$ cat config.mk
export PLATFORM = sky130hd
export DESIGN_NAME = ifu_cache_ctrl
export DESIGN_NICKNAME = d
export VERILOG_FILES = /design/src/rtl/ifu_pkg.sv /design/src/rtl/ifu_tag_array.sv /design/src/rtl/ifu_cache_ctrl.sv
export SDC_FILE = /design/constraint.sdc
export NUM_CORES = 1
export LEC_CHECK = 0
export ABC_AREA = 1
export CAP_MARGIN = 40
export CORE_MARGIN = 1.5
export CORE_UTILIZATION = 34
export DETAILED_ROUTE_END_ITERATION = 16
export HOLD_SLACK_MARGIN = 0.06
export PLACE_DENSITY = 0.65
export SLEW_MARGIN = 5
export SYNTH_ARGS = -nofsm -noshare
export SYNTH_HDL_FRONTEND = slang
export SYNTH_HIERARCHICAL = 1
export SYNTH_SLANG_ARGS = --single-unit
$ cat constraint.sdc
create_clock -name Clk -period 3.55 [get_ports Clk]
set_input_delay 0.355 -clock Clk [delete_from_list [all_inputs] [get_ports Clk]]
set_output_delay 0.355 -clock Clk [all_outputs]
set_load 0.05 [all_outputs]
$ cat src/rtl/ifu_pkg.sv
// ifu_pkg: shared IFU cache parameters, FSM state encoding and interface structs.
package ifu_pkg;

   localparam int CL_WIDTH          = 128;
   localparam int WAYS_NUM          = 16;
   localparam int TAG_ADDRESS_WIDTH = 28;
   localparam int WAY_IDX_WIDTH     = $clog2(WAYS_NUM);
   localparam int OFFSET_WIDTH      = 4;
   localparam int FILL_CNT_WIDTH    = WAY_IDX_WIDTH + 1;

   typedef enum logic {S_IDLE, S_MISS} t_ifu_ctrl_state;

   typedef struct packed {
      logic [31:0] pc;
      logic        valid;
   } t_core2cache_req;

   typedef struct packed {
      logic [31:0] requested_instruction;
      logic        requested_instruction_valid;
   } t_cache2core_rsp;

   typedef struct packed {
      logic [31:0] fill_requested_address;
      logic        valid;
   } t_cache2i_mem_req;

   typedef struct packed {
      logic [CL_WIDTH-1:0] filled_instruction;
      logic [31:0]         address;
      logic                valid;
   } t_i_mem2cache_rsp;

   typedef struct packed {
      logic update_tree;
      logic update_counter;
   } t_cache_ctrl2_plru;

   // Word 0 of a line sits in bits [31:0].
   function automatic logic [31:0] word_sel(input logic [CL_WIDTH-1:0] line, input logic [1:0] idx);
      return line[32*idx +: 32];
   endfunction

endpackage

$ cat src/rtl/ifu_tag_array.sv
// ifu_tag_array: fully associative tag/valid store with parallel lookup, one write port and flush.
module ifu_tag_array
   import ifu_pkg::*;
(
   input  logic                         clk,
   input  logic                         rst,
   input  logic [TAG_ADDRESS_WIDTH-1:0] lookup_tag,
   input  logic                         flush,
   input  logic                         wr_en,
   input  logic [WAY_IDX_WIDTH-1:0]     wr_way,
   input  logic [TAG_ADDRESS_WIDTH-1:0] wr_tag,
   output logic                         hit,
   output logic [WAY_IDX_WIDTH-1:0]     hit_way
);

   logic [TAG_ADDRESS_WIDTH-1:0] tags [WAYS_NUM];
   logic [WAYS_NUM-1:0]          valid;
   logic [WAYS_NUM-1:0]          match;
   logic [WAYS_NUM-1:0]          wr_mask;

   assign wr_mask = wr_en ? ({{(WAYS_NUM-1){1'b0}}, 1'b1} << wr_way) : '0;

   // Flush clears first so a fill completing in the same cycle still lands valid.
   always_ff @(posedge clk or posedge rst)
      if (rst) valid <= '0;
      else valid <= (flush ? '0 : valid) | wr_mask;

   always_ff @(posedge clk)
      if (wr_en) tags[wr_way] <= wr_tag;

   for (genvar g = 0; g < WAYS_NUM; g++) begin : g_cmp
      assign match[g] = valid[g] && (tags[g] == lookup_tag);
   end

   // At most one way matches, so OR-ing indices is a valid encoder.
   always_comb begin
      hit_way = '0;
      for (int i = 0; i < WAYS_NUM; i++)
         hit_way = hit_way | (match[i] ? WAY_IDX_WIDTH'(i) : '0);
   end

   assign hit = |match;

endmodule

$ cat src/rtl/ifu_cache_ctrl.sv
// ifu_cache_ctrl: I-cache sequencer resolving hit/miss, issuing line fills,
// allocating ways (fill counter, then PLRU victim) and returning instructions.
module ifu_cache_ctrl
   import ifu_pkg::*;
(
   input  logic                     Clk,
   input  logic                     Rst,
   input  logic                     core_req_valid,
   input  logic [31:0]              core_req_pc,
   output logic                     core_req_ready,
   input  logic                     flush,
   output t_cache2core_rsp          cache2core_rsp,
   output t_cache2i_mem_req         cache2i_mem_req,
   input  t_i_mem2cache_rsp         i_mem2cache_rsp,
   input  logic [WAY_IDX_WIDTH-1:0] plru_victim_way,
   output t_cache_ctrl2_plru        ctrl2plru,
   output logic [WAY_IDX_WIDTH-1:0] plru_access_way,
   output logic [WAY_IDX_WIDTH-1:0] data_rd_way,
   input  logic [CL_WIDTH-1:0]      data_rd_line,
   output logic                     data_wr_en,
   output logic [WAY_IDX_WIDTH-1:0] data_wr_way,
   output logic [CL_WIDTH-1:0]      data_wr_line
);

   t_ifu_ctrl_state             state, state_nxt;
   logic [31:2]                 pc_q;
   logic [FILL_CNT_WIDTH-1:0]   fill_cnt, fill_cnt_nxt, cnt_base;
   logic                        accept, hit, fill_ok, alloc, rsp_load;
   logic [WAY_IDX_WIDTH-1:0]    hit_way, fill_way;
   logic [31:0]                 rsp_word;
   logic                        unused_bits;

   assign unused_bits    = ^{core_req_pc[1:0], i_mem2cache_rsp.address[OFFSET_WIDTH-1:0]};
   assign core_req_ready = (state == S_IDLE) && !flush;
   assign accept         = core_req_valid && core_req_ready;
   assign fill_ok        = (state == S_MISS) && i_mem2cache_rsp.valid &&
                           (i_mem2cache_rsp.address[31:OFFSET_WIDTH] == pc_q[31:OFFSET_WIDTH]);
   // A flush coinciding with a fill restarts allocation from way 0.
   assign cnt_base       = flush ? '0 : fill_cnt;
   assign alloc          = cnt_base < FILL_CNT_WIDTH'(WAYS_NUM);
   assign fill_way       = alloc ? cnt_base[WAY_IDX_WIDTH-1:0] : plru_victim_way;

   ifu_tag_array u_tags (
      .clk        (Clk),
      .rst        (Rst),
      .lookup_tag (core_req_pc[31:OFFSET_WIDTH]),
      .flush      (flush),
      .wr_en      (data_wr_en),
      .wr_way     (data_wr_way),
      .wr_tag     (pc_q[31:OFFSET_WIDTH]),
      .hit        (hit),
      .hit_way    (hit_way)
   );

   always_comb begin
      state_nxt       = state;
      fill_cnt_nxt    = cnt_base;
      ctrl2plru       = '0;
      plru_access_way = '0;
      data_rd_way     = '0;
      data_wr_en      = 1'b0;
      data_wr_way     = '0;
      data_wr_line    = '0;
      cache2i_mem_req = '0;
      rsp_load        = 1'b0;
      rsp_word        = '0;
      if (state == S_IDLE) begin
         if (accept && hit) begin
            data_rd_way           = hit_way;
            rsp_load              = 1'b1;
            rsp_word              = word_sel(data_rd_line, core_req_pc[3:2]);
            ctrl2plru.update_tree = 1'b1;
            plru_access_way       = hit_way;
         end else if (accept) begin
            state_nxt = S_MISS;
         end
      end else begin
         cache2i_mem_req.fill_requested_address = {pc_q[31:OFFSET_WIDTH], {OFFSET_WIDTH{1'b0}}};
         cache2i_mem_req.valid                  = 1'b1;
         if (fill_ok) begin
            data_wr_en               = 1'b1;
            data_wr_way              = fill_way;
            data_wr_line             = i_mem2cache_rsp.filled_instruction;
            ctrl2plru.update_tree    = 1'b1;
            ctrl2plru.update_counter = alloc;
            plru_access_way          = fill_way;
            rsp_load                 = 1'b1;
            rsp_word                 = word_sel(i_mem2cache_rsp.filled_instruction, pc_q[3:2]);
            fill_cnt_nxt             = alloc ? cnt_base + 1'b1 : cnt_base;
            state_nxt                = S_IDLE;
         end
      end
   end

   always_ff @(posedge Clk or posedge Rst)
      if (Rst) begin
         state          <= S_IDLE;
         pc_q           <= '0;
         fill_cnt       <= '0;
         cache2core_rsp <= '0;
      end else begin
         state                                      <= state_nxt;
         fill_cnt                                   <= fill_cnt_nxt;
         pc_q                                       <= accept ? core_req_pc[31:2] : pc_q;
         cache2core_rsp.requested_instruction_valid <= rsp_load;
         cache2core_rsp.requested_instruction       <= rsp_load ? rsp_word : cache2core_rsp.requested_instruction;
      end

endmodule

==> PnR_summary.wiki <==
{| class="wikitable"
! Metric !! Value
|-
| Net total in the final layout || 4595
|-
| Slew of the pin with the lowest slew margin || 920 ps
|-
| Origin of the critical flop-to-flop path || pc_q[31]
|-
| First-pass GRT wire length || 197000 um
|-
| Largest fanout on the critical path || 85
|-
| Largest net degree at the start of global routing || 86
|-
| Main synth FF type || edfxtp_1
|-
| Flip-flop and latch count after synthesis || 533
|-
| Final Total Pwr || 19.1 mW
|-
| RePlAce Congestion || 0.988
|-
| Clock tree skew after final layout || 61.4 ps
|-
| Overall via count from detail_route || 28500
|-
| Fraction of final layout cells sized beyond drive strength 1 || 13.9%
|-
| Effective utilization at floorplan || 34.3%
|-
| DRC violation total after the first TritonRoute iteration || 3923
|-
| Sort of element at the end of the critical path || output port
|-
| Path type of the worst setup path || flop to output port
|-
| Hold Vio Cnt, Final || 0
|-
| Chip width || 294 um
|-
| Max clock buf depth || 3
|-
| TritonCTS clock tree || done
|-
| Share of the cycle needed by the critical path after routing || 99.1%
|-
| Worst slew margin || 38.5%
|-
| CP delay by family, top || simple AND/OR/NAND/NOR gates
|-
| Achievable clock frequency || 284 MHz
|-
| Number of clock buffers inserted by TritonCTS || 56
|-
| Critical Path Start Type || flop
|-
| Net Sw Frac || 34.8%
|-
| Post-route antenna net violation count || 0
|-
| Clock root buffer master || clkbuf_16
|-
| Routed wirelength normalized by instance count || 26.4 um
|-
| Std-Cell Rows || 106
|-
| Clk sinks || 533
|-
| Instance area at placement || 38800 um2
|-
| Max-cap violation count || 0
|-
| Most frequent cells in the layout || 1142 x nand2_1, 495 x inv_1, 448 x edfxtp_1, 443 x nor2_1, 369 x clkdlybuf4s50_1
|-
| Input/output buffers || 528
|-
| Initial antenna violation count || 13
|-
| Routing usage on met1 || 40.9%
|-
| Sequential-to-total area share from yosys stat || 54.3%
|-
| Boundary pin count || 539
|-
| Lkg Pwr || 17.9 nW
|-
| H-Tree Level Count || 2
|-
| Yosys warning count || 6
|-
| Bufs and invs on worst path || 3
|-
| Slowest stage delay, CP || 560 ps
|-
| Status || finished, final reports clean
|-
| Filler cells || 7860
|-
| Cells after synthesis || 3572
|-
| Period minus WS final || 3520 ps
|-
| Met2 Usage GRT || 50.6%
|-
| Total die area || 86200 um2
|-
| # setup viols final || 0
|-
| Critical path required time || 3190 ps
|-
| CP Depth || 11
|-
| Path depth of the worst reg2reg path || 13
|-
| Finished Core Util || 48.9%
|-
| Post-route cell area || 40900 um2
|-
| Critical-path cell list || nand2_1 -> nand2_1 -> nand2_1 -> nor2_1 -> nand2_1 -> nor2_4 -> nand2_8 -> buf_4 -> buf_12 -> nor2_2 -> buf_12
|-
| Routing layer with the top usage in global route || met2
|-
| Post-CTS Hold Buffers || 0
|-
| Asr flop ratio synth || 15.9%
|-
| Switching power || 6.65 mW
|-
| DRT Wirelength || 144000 um
|-
| Post-synthesis area per instance || 8.04 um2
|-
| Detailed Place HPWL || 108000 um
|-
| Grt met3 use || 9.17%
|-
| Count of pins over their slew limit || 0
|-
| Clock insertion delay at the later pin of the skew report || 680 ps
|-
| Worst-path cell with the longest stage delay || dfrtp_1
|-
| Largest vdd supply drop || 0.416 mV
|-
| Core footprint || 83700 um2
|-
| Classification of the worst-slack hold path || input port to asynchronous set/reset pin
|-
| Non-Filler Instances || 5452
|-
| Remaining global-route overflow || 0
|-
| Combinational fraction of design power || 28.0%
|-
| Internal power contribution || 12.5 mW
|-
| Critical Path Most Common Cell || nand2_1
|-
| Commonest non-fill, non-tap cell in the layout || nand2_1
|-
| Detailed-router iteration count before antenna repair || 6
|-
| Cell area after synthesis || 28700 um2
|-
| Start point of the critical path || pc_q[31]
|-
| Clock Pin Slew Worst Setup and Hold Paths || 70 ps
|-
| Number of different library cells in the post-synthesis netlist || 34
|-
| Layout Area Growth over Synthesis || 42.4%
|-
| All-Layer GR Usage || 32.7%
|-
| Number of placed instances with taps included || 5337
|-
| Clk network pwr share || 31.6%
|-
| Pwr dens || 467 nW/um2
|-
| DRC viols || 0
|-
| Die height || 294 um
|-
| EDFF count, synth || 448
|-
| Portion of total power attributed to sequential cells || 40.4%
|-
| Mean number of vias per cell || 5.23
|-
| Arrival time at the worst endpoint || 3160 ps
|-
| Via count of the first global-routing pass || 26900
|-
| Tightest hold margin || 136 ps
|}
## layer usage
layer / vias up / share of wire, %
li1: 12700 / -
met1: 13500 / 37
met2: 1884 / 44
met3: 376 / 12
met4: 4 / 6.8
met5: - / 0.020
## power groups by stage
stage / sequential [mW] / clock, mW / combinational, mW
2_1_floorplan: 8.09 / 0 / 2.02
6_report: 7.72 / 6.05 / 5.34
3_3_place_gp: 7.84 / 0 / 5.16
5_1_grt: 7.74 / 6.32 / 5.54
3_5_place_dp: 7.85 / 0 / 5.18
4_1_cts: 7.72 / 6.07 / 5.21
## cells by family (layout without fill, tap and decap cells)
logic type / after synthesis / in the layout / synth area share, %
buf+inv: 688 / 1424 / 9.92
mux: 5 / 5 / 0.196
flops: 533 / 533 / 54.3
simple gates: 1789 / 1789 / 24.2
fa+ha+maj: 1 / 1 / 0.0436
compound gates: 488 / 488 / 9.30
other cells: 1 / 11 / 0.0131
xor+xnor: 67 / 67 / 2.07
## synthesized netlist by cell type (2+ instances only)
cell / count / area (um2)
clkbuf_1: 60 / 225
a21oi_1: 155 / 776
edfxtp_1: 448 / 13500
o21ai_0: 244 / 1220
buf_1: 4 / 15.0
o211ai_1: 15 / 113
nand4_1: 5 / 31.3
clkinv_1: 2 / 7.51
or2_2: 2 / 12.5
o22ai_1: 19 / 119
inv_1: 499 / 1870
o21ai_1: 21 / 105
nor2_1: 482 / 1810
xor2_1: 17 / 149
a221o_1: 32 / 320
buf_4: 35 / 263
nor2_2: 9 / 56.3
buf_6: 10 / 113
mux2_2: 5 / 56.3
buf_2: 47 / 235
nor2_4: 2 / 22.5
inv_2: 31 / 116
dfrtp_1: 85 / 2130
nand2_1: 1148 / 4310
xnor2_1: 49 / 429
nand3_1: 138 / 691
## worst reg2reg max path, stage by stage, from the launching register on
cell and delay, ps:
dfrtp_1 560, nand2_1 170, nand2_1 140, nand2_1 80, nor2_1 100, nand2_1 100, nor2_4 200, nand2_8 60
nor2_1 140, nand2_1 70, nand2_1 270, nand2_1 150, buf_12 170, nor2_4 690
## final timing paths
| check | end | slack [ps] |
|---|---|---|
| worst max-delay path | data_wr_line[63] | 30 |
| min in group Clk | pc_q[8] | 140 |
| worst min register to register | cache2core_rsp[7] | 510 |
| worst max register to register | u_tags/tags[9][3] | 210 |
| worst min-delay path | cache2core_rsp[29] | 140 |
| max in group asynchronous | pc_q[20] | 2750 |
## layout make-up
type	instances	area [um2]	area share (%)
diodes	7	17.5	0.0428
repair buffers	788	9440	23.1
flip-flops and latches	533	15600	38.1
well taps	1134	1420	3.47
inverters	532	2000	4.90
multi-input cells	2354	10600	25.8
clock inverters	27	332	0.811
clock buffers	77	1540	3.77
## flip-flops by register name (all words and copies together), names as in the netlist
signal	cells
cache2core_rsp	33
fill_cnt	5
pc_q	30
state	1
u_tags/tags	448
u_tags/valid	16
## repair_timing
action,in CTS,in global routing
resized for setup,25,36
setup buffers,0,4
pin swaps,1,4
endpoints found under the setup margin,13,10
gates cloned,0,0
hold endpoints to repair,0,0
## metrics by stage
stage / setup TNS (ps) / worst slack [ps]
floorplan: 0 / 119
global placement: -6130 / -268
detailed placement: -9410 / -312
CTS: -4.18 / -4.18
global route: -115 / -70.3
finish: 0 / 33.7
(Power assumes the default switching activity.)
